==> src/rtl/mem_port_arbiter.sv <==
// mem_port_arbiter: shares one memory port between a MEM-stage data access and the following instruction fetch.
module mem_port_arbiter #(
  parameter int TIMEOUT = 255
) (
  input  logic        clk,
  input  logic        rstn,
  input  logic        core_start,
  input  logic        core_end,
  input  logic [31:0] if_addr,
  input  logic        d_read,
  input  logic        d_write,
  input  logic [31:0] d_addr,
  input  logic [31:0] d_wdata,
  output logic [31:0] instr_if,
  output logic [31:0] d_rdata,
  output logic        data_ready_mem,
  output logic        mem_req,
  output logic        mem_we,
  output logic [31:0] mem_addr,
  output logic [31:0] mem_wdata,
  input  logic [31:0] mem_rdata,
  input  logic        mem_ack,
  output logic        mem_err
);
  typedef enum logic [1:0] {IDLE, DACC, IACC, DONE} state_t;
  state_t state, state_nx;
  logic [31:0] if_a, d_a, wd;
  logic        rd, wr, go, busy, tout;
  logic [7:0]  cnt;
  assign go   = core_start && !core_end;
  assign busy = state == DACC || state == IACC;
  // An ack in the deadline cycle beats the timeout.
  assign tout = busy && !mem_ack && ({1'b0, cnt} + 9'd1 >= 9'(TIMEOUT));
  always_ff @(posedge clk)
    if (!rstn) state <= IDLE;
    else state <= state_nx;
  always_comb begin
    state_nx = state == IDLE ? (go ? ((d_read || d_write) ? DACC : IACC) : IDLE)
             : state == DACC ? (mem_ack ? IACC : (tout ? DONE : DACC))
             : state == IACC ? ((mem_ack || tout) ? DONE : IACC)
             : IDLE;
  end
  always_comb begin
    mem_req        = busy;
    mem_we         = state == DACC && wr;
    data_ready_mem = state == DONE;
    mem_addr       = state == DACC ? d_a : if_a;
    mem_wdata      = wd;
  end
  always_ff @(posedge clk)
    if (!rstn) begin
      if_a     <= '0;
      d_a      <= '0;
      wd       <= '0;
      rd       <= 1'b0;
      wr       <= 1'b0;
      cnt      <= '0;
      instr_if <= '0;
      d_rdata  <= '0;
      mem_err  <= 1'b0;
    end else begin
      if (state == IDLE && go) begin
        if_a <= if_addr;
        d_a  <= d_addr;
        wd   <= d_wdata;
        rd   <= d_read;
        wr   <= d_write;
      end
      cnt <= (busy && state_nx == state) ? cnt + 8'(cnt != 8'hff) : '0;
      if (state == DACC && rd && !wr && (mem_ack || tout)) d_rdata <= mem_ack ? mem_rdata : '0;
      if (state == IACC && (mem_ack || tout)) instr_if <= mem_ack ? mem_rdata : '0;
      if (tout) mem_err <= 1'b1;
    end
endmodule

==> config.mk <==
export PLATFORM = sky130hd
export DESIGN_NAME = mem_port_arbiter
export DESIGN_NICKNAME = d
export VERILOG_FILES = /design/src/rtl/mem_port_arbiter.sv
export SDC_FILE = /design/constraint.sdc
export NUM_CORES = 1
export LEC_CHECK = 0
export ABC_AREA = 0
export CAP_MARGIN = 20
export CORE_MARGIN = 1
export CORE_UTILIZATION = 47
export CTS_CLUSTER_SIZE = 16
export DETAILED_ROUTE_END_ITERATION = 10
export PLACE_DENSITY = 0.92
export SYNTH_ARGS = -nofsm -noshare
export SYNTH_HDL_FRONTEND = slang
export SYNTH_SLANG_ARGS = --single-unit
==> constraint.sdc <==
create_clock -name clk -period 4.8 [get_ports clk]
set_input_delay 0.72 -clock clk [delete_from_list [all_inputs] [get_ports clk]]
set_output_delay 0.72 -clock clk [all_outputs]
set_load 0.01 [all_outputs]
== Yosys cells after proc, flatten, opt, wreduce, memory -nomap -nowiden ==
Cells that the tools add are included.

* Register bits: 173
* Output and inout port bits: 132
* Logic and storage cells: 46

* $add $sub $neg: 2
* Magnitude comparators: 1
* Equality and inequality tests: 5
* Mux-type cells: 10
* Reductions and logical operators: 18

{| class="wikitable"
|+ Operators by type and width
! cell !! number
|-
| $mux W32 || 2
|-
| $mux W2 || 7
|-
| $logic_and A1 B1 Y1 || 10
|-
| $add A8 B1 Y9 const B || 1
|-
| $ge A9 B8 Y1 const B || 1
|-
| $add A8 B1 Y8 || 1
|-
| $ne A8 B8 Y1 const B || 1
|-
| $eq A2 B2 Y1 const B || 2
|-
| $logic_not A1 Y1 || 3
|-
| $logic_or A1 B1 Y1 || 3
|-
| $eq A2 B1 Y1 const B || 1
|-
| $eq A2 B2 Y1 || 1
|-
| $logic_not A2 Y1 || 1
|-
| $reduce_and A2 Y1 || 1
|-
| $mux W1 || 1
|}

== Longest topological paths before layout ==
Gate-level depths: netlist of run 1.

* Depth after elaboration: 12
* Gate-level depth with buffers: 8
* Mapped depth without buffers: 7

== Worst setup path before layout of run 1 ==
Ideal clock, no wire load.

* Path type: reg-to-output
* Start: reg state[0]
* End: out mem_addr[10]
* Arrival: 1,616 ps
* Path slack: 2,464 ps
* Stages on the path, launching flop included: 5
* Cell sequence: dfxtp_1 -> ha_1 -> buf_2 -> buf_1 -> mux2_2

* Longest elaborated chain between the ends: 2

{| class="wikitable"
|+ RTL lines
! what !! line !! source
|-
| from (decl) || 26 || <nowiki>state_t state, state_nx;</nowiki>
|-
| from (signal assigned) || 36 || <nowiki>else state <= state_nx;</nowiki>
|-
| $eq A2 B1 Y1 || 47 || <nowiki>mem_addr = state == DACC ? d_a : if_a;</nowiki>
|-
| $mux W32 || 47 ||
|-
| to (decl) || 19 || <nowiki>output logic [31:0] mem_addr,</nowiki>
|}

Every way passes these cells.

== Worst setup path after layout of run 1 ==
* Start: reg state[0]
* End: out mem_addr[4]

The elaborated chain is that of the path after synthesis.

==> flow_summary.json, run 1 <==
{
  "routedLengthMet1_um": 7840,
  "critPathTopFamily": "adder cells",
  "start_util": 0.488,
  "synth_top_area_cell": "dfxtp_1",
  "cts_resized": 0,
  "power.leakage_nw": 3.61,
  "cts.sinks": 173,
  "row_count": 43,
  "wl_per_cell_um": 17.4,
  "routabilityCongestion": 0.808,
  "path_class": "flip-flop to output port",
  "final_nets": 1106,
  "r2r_end": "cnt[1]",
  "drcViolationCount": 0,
  "highest_layer": "met4",
  "layout_common_cells": "clkdlybuf4s50_1 (265), nand2_1 (236), dfxtp_1 (173)",
  "hold_depth": 2,
  "cts.root.buffer_cell": "clkbuf_16",
  "period_share": 0.727,
  "clock.fmax_mhz": 287,
  "multi_input_area_sq_mm": 0.00315,
  "path_buf_inv": 1,
  "final_common_cell": "clkdlybuf4s50_1",
  "skew_ps": 10.6,
  "dp_hpwl_um": 13400,
  "die_h_um": 123,
  "maxCapViolCount": 0,
  "p_per_area_mw_per_mm2": 314,
  "r2r_slack_ps": 1760,
  "power_switching_mw": 0.730,
  "htreeDepth": 4,
  "finalHoldViolations": 0,
  "pwr-share-comb": 0.113,
  "syn-num-nets": 869,
  "firstDrtPassIters": 5,
  "switching_share": 0.229,
  "r2r-start": "state[0]",
  "p_int_mw": 2.46,
  "setup-tns-final_ps": 0,
  "grt_setup_unrepaired": "no",
  "dr_wl_met2_um": 10300,
  "relSlewSlack": 0.305,
  "worstHoldPathType": "flip-flop to flip-flop",
  "crit_fanout": 39,
  "yosysSeqAreaShare": 0.504,
  "ios": 267,
  "whs_endpoint": "mem_wdata[3]",
  "grt_pass1_vias": 5996,
  "cp_slowest_cell": "ha_2",
  "fin_ws_ps": 1310,
  "io_buffers": 266,
  "ant_nets": 0,
  "ys_ff_latch": 173,
  "path_cells": "ha_2 -> mux2_2 -> clkdlybuf4s50_1",
  "netlist.area_leader.share": 0.504,
  "p_clk_frac": 0.415,
  "grt_pass1_wl_um": 30400,
  "worstPathArrival_ps": 2770,
  "avgSynthCellArea_sq_um": 9.47,
  "ys_types": 44,
  "critical_path_required_ps": 4080,
  "wl_met3_um": 1270,
  "clock_latency_ps": 420,
  "vias": 6084,
  "num-fill-cells": 1029,
  "synth.area.top_cells": "dfxtp_1 (50%), nand2_1 (13%), a21boi_0 (11%)",
  "core_area_sq_mm": 0.0141,
  "drtIter0Drc": 286,
  "setup_viol": 0,
  "cts_buffers": 17,
  "area_growth_pct": 47.7,
  "synthesis.instances": 726,
  "grt-ovfl-total": 0,
  "worst_pin_slew_ps": 1040,
  "slew_violations": 0,
  "ir_worst_vdd_mv": 0.229,
  "wl_um": 20100,
  "fin_crit_ps": 3490,
  "cts_setup_buffers": 0,
  "status": "finished, final reports clean",
  "cts.path.max_buffers": 2,
  "cp-end-kind": "output port",
  "design.die.area_sq_mm": 0.0151,
  "grt_usage": 0.262,
  "grt_max_degree": 99,
  "yosys_warnings": 0,
  "hold_buffers": 0,
  "cpPeakStageDelay_ps": 940,
  "clkSlewWorstSetupHoldPaths_ps": 60,
  "rr_worst_depth": 6,
  "synthesis.area_sq_mm": 0.00688,
  "crit_start": "state[0]",
  "cts_tree": "built",
  "p_seq_frac": 0.472,
  "hp-start": "mem_wdata[3]",
  "viasPerCell": 5.27,
  "antenna_found_initial": 1,
  "fp.dieW_um": 123,
  "register_area_sq_mm": 0.00346,
  "drive_above_1_share": 0.0821,
  "dp_slack_ps": 1770,
  "startpoint_type": "flip-flop"
}
-- flip-flops by register name (all words and copies together) (netlist names) --
signal and flops:
cnt 8, d_a 32, d_rdata 32, if_a 32
instr_if 32, mem_err 1, mem_wdata 32, rd 1
state 2, wr 1
-- worst max-delay path by stage --
stage | endpoint | slack, ps | cells past startpoint
floorplan | mem_addr[10] | 2460 | 4
global placement | mem_addr[31] | 1810 | 3
detailed placement | mem_addr[31] | 1770 | 3
CTS | mem_addr[31] | 1290 | 3
global route | mem_addr[31] | 1140 | 3
finish | mem_addr[4] | 1310 | 3
-- power by group through the flow --
stage	clock, mW	combinational (mW)	sequential [mW]
floorplan	0	0.155	1.54
global placement	0	0.350	1.54
detailed placement	0	0.357	1.54
CTS	1.35	0.361	1.50
global route	1.41	0.389	1.51
finish	1.33	0.360	1.50
-- layer usage --
metal  vias to the layer above  track usage
met5                         -            0
met3                        44       0.0761
met4                         0        0.117
li1                       2955            -
met2                       205        0.454
met1                      2880        0.299
-- synth_stat cells, drive strengths merged --
cell,number
and3,1
o21a,1
nor2b,2
o221ai,1
nor3b,1
and4,2
clkbuf,39
o2bb2ai,64
or2,1
o21bai,1
inv,3
and2,3
a21o,1
nand4b,1
a221o,1
a21boi,101
and3b,1
a311oi,1
nand4bb,1
mux2,34
a211oi,1
o21ai,3
mux2i,1
dfxtp,173
nor2,6
a21oi,2
a221oi,1
nor4bb,2
ha,8
xor2,5
nand3b,1
nor4b,6
nand2,236
nand2b,1
xnor2,1
nand4,3
buf,14
nand3,2
-- layout make-up --
| type | count | share of cell area |
|---|---|---|
| diodes | 1 | 0.000246 |
| clock buffers | 20 | 0.0440 |
| clock inverters | 10 | 0.0116 |
| inverters | 3 | 0.00111 |
| multi-input cells | 497 | 0.311 |
| flip-flops and latches | 173 | 0.341 |
| well taps | 180 | 0.0222 |
| repair buffers | 271 | 0.269 |
-- worst min-delay path, delay by kind of cell, from the launching register on --
family          cells  cell delay (ps)
compound gates      1               60
flops               1              310
simple gates        1               40
-- through the flow --
stage | std cells | util | power, mW | hold slack [ps] | cell area (sq um)
6_report | 1155 | 0.721 | 3.19 | 460 | 10200
3_5_place_dp | 1122 | 0.677 | 1.89 | 446 | 9540
3_3_place_gp | 1122 | 0.677 | 1.88 | 444 | 9540
5_1_grt | 1155 | 0.721 | 3.31 | 477 | 10200
4_1_cts | 1152 | 0.717 | 3.21 | 465 | 10100
2_1_floorplan | 726 | - | 1.69 | 440 | 6880
-- cell families after synthesis --
family,synth area share
compound gates,0.213
xor+xnor,0.00764
fa+ha+maj,0.0146
buf+inv,0.0387
flops,0.504
mux,0.0577
simple gates,0.164
Power figures use the tool's default switching activity.
==> run 2, diff against run 1 <==
CORE_UTILIZATION = 44   (was 47)
PLACE_DENSITY = 0.88   (was 0.92)
clock period = 3.5 ns   (was 4.8 ns; I/O delays follow)
==> run 2 against run 1 <==
Against the previous run:
- die area up 6.7%
- register-to-register slack worse by 1200 ps
- hold slack better by 0.70 ps
- non-clock buffer count grew 2
- combinational power grew 36%
- final cell count increased by 0.78%
- sequential cell count unchanged
- global-route usage down 2.4 points
- count of clock-buffer cells in the layout down 2
- via count is 1.6% lower
==> flow_summary.json, run 2 (synthesis results as in run 1) <==
{
  "status": "finished, final reports clean",
  "grt_pass1_wl_um": 30400,
  "skew_ps": 10.9,
  "ant_nets": 0,
  "design_area_sq_mm": 0.0102,
  "cp_slowest_cell": "ha_2",
  "area_growth_pct": 47.8,
  "final_nets": 1108,
  "cpPeakStageDelay_ps": 850,
  "power.leakage_nw": 3.62,
  "cts_buffers": 17,
  "routabilityCongestion": 0.835,
  "critPathTopFamily": "adder cells",
  "critical_path_required_ps": 2970,
  "dp_hpwl_um": 13000,
  "cts_setup_buffers": 0,
  "path_cells": "ha_2 -> mux2_2 -> clkdlybuf4s50_1",
  "grt_pass1_vias": 6097,
  "drcViolationCount": 0,
  "layout_common_cells": "clkdlybuf4s50_1 (265), nand2_1 (236), dfxtp_1 (173)",
  "cts_tree": "built",
  "antennaDiodeCount": 0,
  "vias": 5987,
  "cts.sinks": 173,
  "fin_crit_ps": 3230,
  "dpl.cell_count": 1134,
  "clock.fmax_mhz": 309,
  "fp.dieW_um": 127,
  "core_area_sq_mm": 0.0152,
  "num-fill-cells": 1181,
  "grt_max_degree": 99,
  "design.die.area_sq_mm": 0.0161,
  "setup_viol": 0,
  "startpoint_type": "flip-flop",
  "hold_buffers": 0,
  "total_power_mw": 4.46,
  "hold_slack_ps": 461,
  "firstDrtPassIters": 4,
  "drtIter0Drc": 321,
  "cp-end-kind": "output port",
  "cts_resized": 0,
  "crit_fanout": 39,
  "maxCapViolCount": 0,
  "path_class": "flip-flop to output port",
  "slew_violations": 0,
  "wl_um": 19100,
  "period_share": 0.924,
  "start_util": 0.452,
  "placed_area_sq_mm": 0.00958,
  "row_count": 45,
  "ios": 267,
  "worstHoldPathType": "flip-flop to flip-flop",
  "viasPerCell": 5.14,
  "wl_per_cell_um": 16.4,
  "worstPathArrival_ps": 2710,
  "setup-tns-final_ps": 0,
  "io_buffers": 266,
  "worst_pin_slew_ps": 1020,
  "grt-ovfl-total": 0,
  "cts.root.buffer_cell": "clkbuf_16",
  "finalHoldViolations": 0,
  "drive_above_1_share": 0.0850,
  "p_per_area_mw_per_mm2": 439,
  "htreeDepth": 4,
  "cts.path.max_buffers": 2,
  "grt_usage": 0.239,
  "grt_setup_unrepaired": "no",
  "relSlewSlack": 0.322,
  "stdcell_count": 1164,
  "die_h_um": 127,
  "clkSlewWorstSetupHoldPaths_ps": 70,
  "antenna_found_initial": 1,
  "path_buf_inv": 1,
  "final_common_cell": "clkdlybuf4s50_1",
  "clock_latency_ps": 420,
  "ir_worst_vdd_mv": 0.348
}
## run 2: routing by layer
layer | global-route usage | wire length, um | up-vias
met3 | 0.0733 | 1170 | 36
met2 | 0.419 | 9650 | 178
met4 | 0.100 | 553 | 0
li1 | - | - | 2949
met1 | 0.269 | 7680 | 2824
met5 | 0 | 0 | -
## run 2: layout make-up
type,instances,area [sq um],share of cell area
sequential,173,3460,0.341
tap,188,235,0.0231
clock buffer,18,429,0.0422
timing repair buffer,273,2710,0.267
inverter,3,11.3,0.00111
multi-input combinational,497,3150,0.310
clock inverter,12,161,0.0159
## run 2: power by group
part	internal [mW]	switching, mW
Clock	1.12	0.783
Sequential	2.03	0.0338
Combinational	0.284	0.207
Total	3.44	1.02
## run 2: final timing paths
check | from | end | slack [ps] | depth (start not counted)
max | state[0] | mem_addr[14] | 270 | 3
min | instr_if[11] | instr_if[11] | 460 | 1
max reg2reg | state[0] | cnt[3] | 550 | 6
min reg2reg | instr_if[11] | instr_if[11] | 460 | 1
## run 2: metrics by stage
stage / setup slack (ps) / util
2_1_floorplan: 1340 / -
3_3_place_gp: 698 / 0.630
3_5_place_dp: 546 / 0.630
4_1_cts: 239 / 0.669
5_1_grt: 99.9 / 0.669
6_report: 267 / 0.669
==> patch 1 (flow settings as in run 1) <==
The 4 states of `state_t` get a Gray code encoding in 2 bits.
--- a/src/rtl/mem_port_arbiter.sv
+++ b/src/rtl/mem_port_arbiter.sv
@@ -22,7 +22,7 @@
   input  logic        mem_ack,
   output logic        mem_err
 );
-  typedef enum logic [1:0] {IDLE, DACC, IACC, DONE} state_t;
+  typedef enum logic [1:0] {IDLE = 2'b00, DACC = 2'b01, IACC = 2'b11, DONE = 2'b10} state_t;
   state_t state, state_nx;
   logic [31:0] if_a, d_a, wd;
   logic        rd, wr, go, busy, tout;
Behaviour: no difference found for any inputs over 10 cycles, from zero or initial values and one cycle with rstn low; not proved beyond that.
==> patch 1 against run 1 <==
  * Cell area grew 2.4%
  * Via count grew 12%
  * Total power grew 2.0%
  * Wire length grew 2.4%
  * Maximum frequency grew 10%
  * Count of clock-buffer cells in the layout grew 3
  * Worst setup slack gained 0.32 ns
  * Sequential cell count is the same
  * Synthesized area grew 4.6%
  * Sequential share of layout area shrank 0.78 points
  * Clock skew shrank 0.00089 ns
  * Utilization shrank 1.6 points
==> patch 1: results (changes against run 1) <==
| Metric | Value |
|---|---|
| Worst r2r src | state[0] |
| First-pass GRT wire length | 33300 µm (+9.6%) |
| Cell Area, Placed | 9790 µm² (+2.6%) |
| Status | finished, final reports clean |
| Share of layout cells above drive strength 1 | 0.102 (+0.0199) |
| DR WL met2 | 9920 µm (-3.9%) |
| Worst skew pair latency | 0.42 ns (about the same) |
| Hpwl dp | 13200 µm (-1.6%) |
| Number of fillers in the final layout | 1073 (+4.3%) |
| Pin count of the biggest net entering global routing | 101 (+2.0%) |
| Worst Path Max Fanout | 33 (-15%) |
| M1 WL | 8170 µm (+4.2%) |
| Leak | 3.46 nW (-4.4%) |
| Post-synthesis sequential area ratio | 0.481 (-0.0223) |
| WHS | 0.452 ns (-0.00831 ns) |
| Via count | 6812 (+12%) |
| Crit path largest cell delay | 0.53 ns (-0.41 ns) |
| Routability cong. | 0.779 (-3.6%) |
| CP top delay family | buffers and inverters |
| Max IR drop VDD | 0.242 mV (+5.4%) |
| Distinct cell type count after synthesis | 37 (-16%) |
| Router iterations before antenna repair | 4 (-1) |
| CP endpoint | mem_addr[1] |
| Vias in the first global route | 6656 (+11%) |
| Metal3 WL | 2110 µm (+67%) |
| I/O Buffers | 266 (unchanged) |
| Final min period | 3.17 ns (-0.323 ns) |
| All-layer global routing usage | 0.261 (-0.00148) |
| Compound-Gate Fraction of Synth Area | 0.231 (+0.0180) |
| FF-to-FF End | d_rdata[28] |
| CP Launch Point | state[1] |
| Setup slack, reg-to-reg | 2.29 ns (+0.53 ns) |
| First DRT Iteration DRCs | 542 (+90%) |
| DR top layer | met4 |
| Post-synthesis net count | 965 (+11%) |
| Slowest CP cell | clkdlybuf4s50_1 |
| Final Skew | 0.00968 ns (-0.000888 ns) |
| Hold EP | if_a[18] |
| Non-Filler Instances | 1242 (+7.5%) |
| Mux share of post-synthesis cell area | 0.0501 (-0.00760) |
| Ant. Diodes | 0 (-1) |
| Initial antenna violation count | 0 (-1) |
| Synth area leaders | dfxtp_1 48%, nand2_1 14%, a21oi_1 11%, a311oi_2 6.1%, mux2_2 5.0% |
| WP data arrival | 2.44 ns (-0.33 ns) |
| Hold path start | if_a[18] |
| Worst slack, placed | 1.82 ns (+0.0476 ns) |
| Worst-Margin Slew | 1.08 ns (+0.0341 ns) |
| Num CTS Buffers | 17 (unchanged) |
| Post-Synth XOR/XNOR Area | 0.00730 (-0.000339) |
| WL/cell | 16.6 µm (-4.8%) |
| Synth top cells by count | 265 x nand2_1, 173 x dfxtp_1, 157 x a21oi_1 |
| Syn Inst Count | 826 (+14%) |
| Adder-Cell Fraction of Synth Area | 0.00695 (-0.00760) |
[patch 1: per-layer routing]
metal,GRT usage,vias to the layer above
li1,-,3310
met1,0.296,3205
met2,0.442,266
met3,0.109,31
met4,0.0886,0
met5,0,-
[patch 1: final cells by class]
class / count / area [µm²] / share of cell area
Clock buffer: 23 / 478 / 0.0460
Clock inverter: 9 / 111 / 0.0107
Inverter: 4 / 17.5 / 0.00168
Multi-Input combinational cell: 574 / 3340 / 0.321
Sequential cell: 173 / 3460 / 0.333
Tap cell: 184 / 230 / 0.0221
Timing Repair Buffer: 275 / 2760 / 0.265
[patch 1: power by group]
part           leakage, nW  internal (mW)  total (mW)  switching (mW)
registers             1.40           1.48        1.51          0.0249
clock network        0.283          0.809        1.35           0.546
logic                 1.77          0.211       0.395           0.184
[patch 1: cells by family after synthesis]
kind of cell	Yosys count
xor+xnor	6
compound gates	236
mux	32
fa+ha+maj	4
buf+inv	79
simple gates	296
flops	173
==> patch 2 (settings of run 1) <==
Without the edit above. Set the parameter `TIMEOUT` to 127 (it was 255).
--- a/src/rtl/mem_port_arbiter.sv
+++ b/src/rtl/mem_port_arbiter.sv
@@ -1,6 +1,6 @@
 // mem_port_arbiter: shares one memory port between a MEM-stage data access and the following instruction fetch.
 module mem_port_arbiter #(
-  parameter int TIMEOUT = 255
+  parameter int TIMEOUT = 127
 ) (
   input  logic        clk,
   input  logic        rstn,
Check against the original RTL: no difference found for any inputs over 4 cycles, from zero or initial values and one cycle with rstn low; that may be too few to reach the edited logic, so the function may still have changed.
==> patch 2 against run 1 <==
  * Worst setup slack better by 0.058 ns
  * Cell area is 0.59% lower
  * Cell count fell by 1.4%
  * Die area is 0.52% lower
  * Critical endpoint is now mem_addr[12]
  * Total power down 0.60%
  * Synthesized area down 0.53%
  * Register-to-register slack improved by 0.21 ns
  * Wire length decreased by 5.7%
  * Clock skew shrank 0.0013 ns
  * Sequential cell count stayed put
  * Maximum frequency is 1.7% higher
==> patch 2: results (changes against run 1) <==
| Metric | Value |
|---|---|
| Die X-Extent | 123 µm (-0.26%) |
| I/O Buffers | 266 (unchanged) |
| Router iterations before antenna repair | 5 (unchanged) |
| Share of layout cells above drive strength 1 | 0.0959 (+0.0138) |
| Crit path largest cell delay | 0.83 ns (-0.11 ns) |
| Post-synthesis net count | 858 (-1.3%) |
| WP data arrival | 2.71 ns (-0.06 ns) |
| Post-synthesis sequential area ratio | 0.506 (+0.00267) |
| Ant. Diodes | 0 (-1) |
| Post-Synth XOR/XNOR Area | 0.0102 (+0.00260) |
| Yosys warnings | 0 (unchanged) |
| M1 WL | 7270 µm (-7.2%) |
| Metal3 WL | 1380 µm (+8.5%) |
| Worst-Margin Slew | 0.991 ns (-0.0508 ns) |
| Hpwl dp | 12900 µm (-3.6%) |
| Worst skew pair latency | about 0.43 ns |
| Worst Path Max Fanout | 38 (-2.6%) |
| WS Path Type | reg2out |
| Number of fillers in the final layout | 1018 (-1.1%) |
| Adder-Cell Fraction of Synth Area | 0.0146 (+0.0000772) |
| Root Driver | clkbuf_16 |
| Met3 layer usage reported by global route | 0.0799 (+0.00382) |
| Hold path start | mem_wdata[17] |
| Final setup TNS | 0 ns (unchanged) |
| Leak | 3.58 nW (-0.84%) |
| CTS clk-pin slew, worst paths | 0.06 ns (about the same) |
| Compound-Gate Fraction of Synth Area | 0.234 (+0.0209) |
| Initial antenna violation count | 0 (-1) |
| Final nets | 1089 (-1.5%) |
| Synth top cells by count | 200 x nand2_1, 173 x dfxtp_1, 98 x a21boi_0 |
| Setup bufs post-CTS | 0 (unchanged) |
| Worst r2r src | state[1] |
| DR top layer | met4 |
| Routability cong. | 0.833 (+3.0%) |
| Status | finished, final reports clean |
| Global-route met2 utilization | 0.433 (-0.0218) |
| All-layer global routing usage | 0.252 (-0.0101) |
| Via count | 6108 (+0.39%) |
| Mux share of post-synthesis cell area | 0.0527 (-0.00500) |
| Final Skew | 0.00931 ns (-0.00126 ns) |
| Vias in the first global route | 5924 (-1.2%) |
| WL final | 19000 µm (-5.7%) |
| Synth area leaders | dfxtp_1 51%, nand2_1 11%, a21boi_0 11%, a32o_1 9.4%, mux2_2 5.3% |
| Grt met1 use | 0.279 (-0.0203) |
| CTS-repair resized insts | 0 (unchanged) |
| Max IR drop VDD | 0.271 mV (+18%) |
| First DRT Iteration DRCs | 386 (+35%) |
| Cell Area, Placed | 9540 µm² (about the same) |
| Worst slack, placed | 1.85 ns (+0.0766 ns) |
| First-pass GRT wire length | 29400 µm (-3.2%) |
| DR WL met2 | 9660 µm (-6.4%) |
| Syn Inst Count | 715 (-1.5%) |
| Main flop type after synthesis | dfxtp_1 |
| Via density | 5.36 (+1.8%) |
patch 2: cell types whose count changed after synthesis, sizes merged, moves of 3 or more:
cell	delta
a21boi	-3
a21oi	+9
a32o	+64
clkbuf	+6
inv	+4
nand2	-36
nand3	+11
nor3	+4
nor4b	-6
o2bb2ai	-64
xnor2	+3
patch 2: report_power, final:
part	internal, mW	total (mW)	leakage, nW	switching (mW)
clock network	0.731	1.31	0.263	0.579
logic	0.203	0.356	1.92	0.153
registers	1.48	1.50	1.40	0.0253
patch 2: area by class of cell:
cell class / count / area (µm²) / share of cell area
multi-input combinational: 473 / 3110 / 0.308
clock inverter: 12 / 114 / 0.0113
clock buffer: 20 / 447 / 0.0442
sequential: 173 / 3460 / 0.343
timing repair buffer: 273 / 2710 / 0.269
tap: 180 / 225 / 0.0223
inverter: 8 / 31.3 / 0.00310
patch 2: cells by family (layout without fill, tap and decap cells):
| family | count (synthesis) | count (layout) |
|---|---|---|
| AND/OR/NAND/NOR | 236 | 236 |
| AO/OA/AOI/OAI | 189 | 189 |
| flip-flops | 173 | 173 |
| buffers and inverters | 69 | 313 |
| multiplexers | 32 | 32 |
| adder cells (fa/ha/maj) | 8 | 8 |
| XOR/XNOR | 8 | 8 |
patch 2: worst paths after layout:
kind,to,slack [ns],cells after the start
worst max-delay path,mem_addr[12],1.37,4
worst min-delay path,mem_wdata[17],0.46,2
worst max register to register,cnt[0],1.97,8
worst min register to register,mem_wdata[17],0.46,2
patch 2: worst reg2reg max path: stages, from the launching register on:
cell	delay (ns)
dfxtp_1	0.36
inv_1	0.14
ha_2	0.83
inv_1	0.17
a21oi_1	0.19
o22a_1	0.17
clkinvlp_2	0.14
or3_1	0.57
a21oi_2	0.19
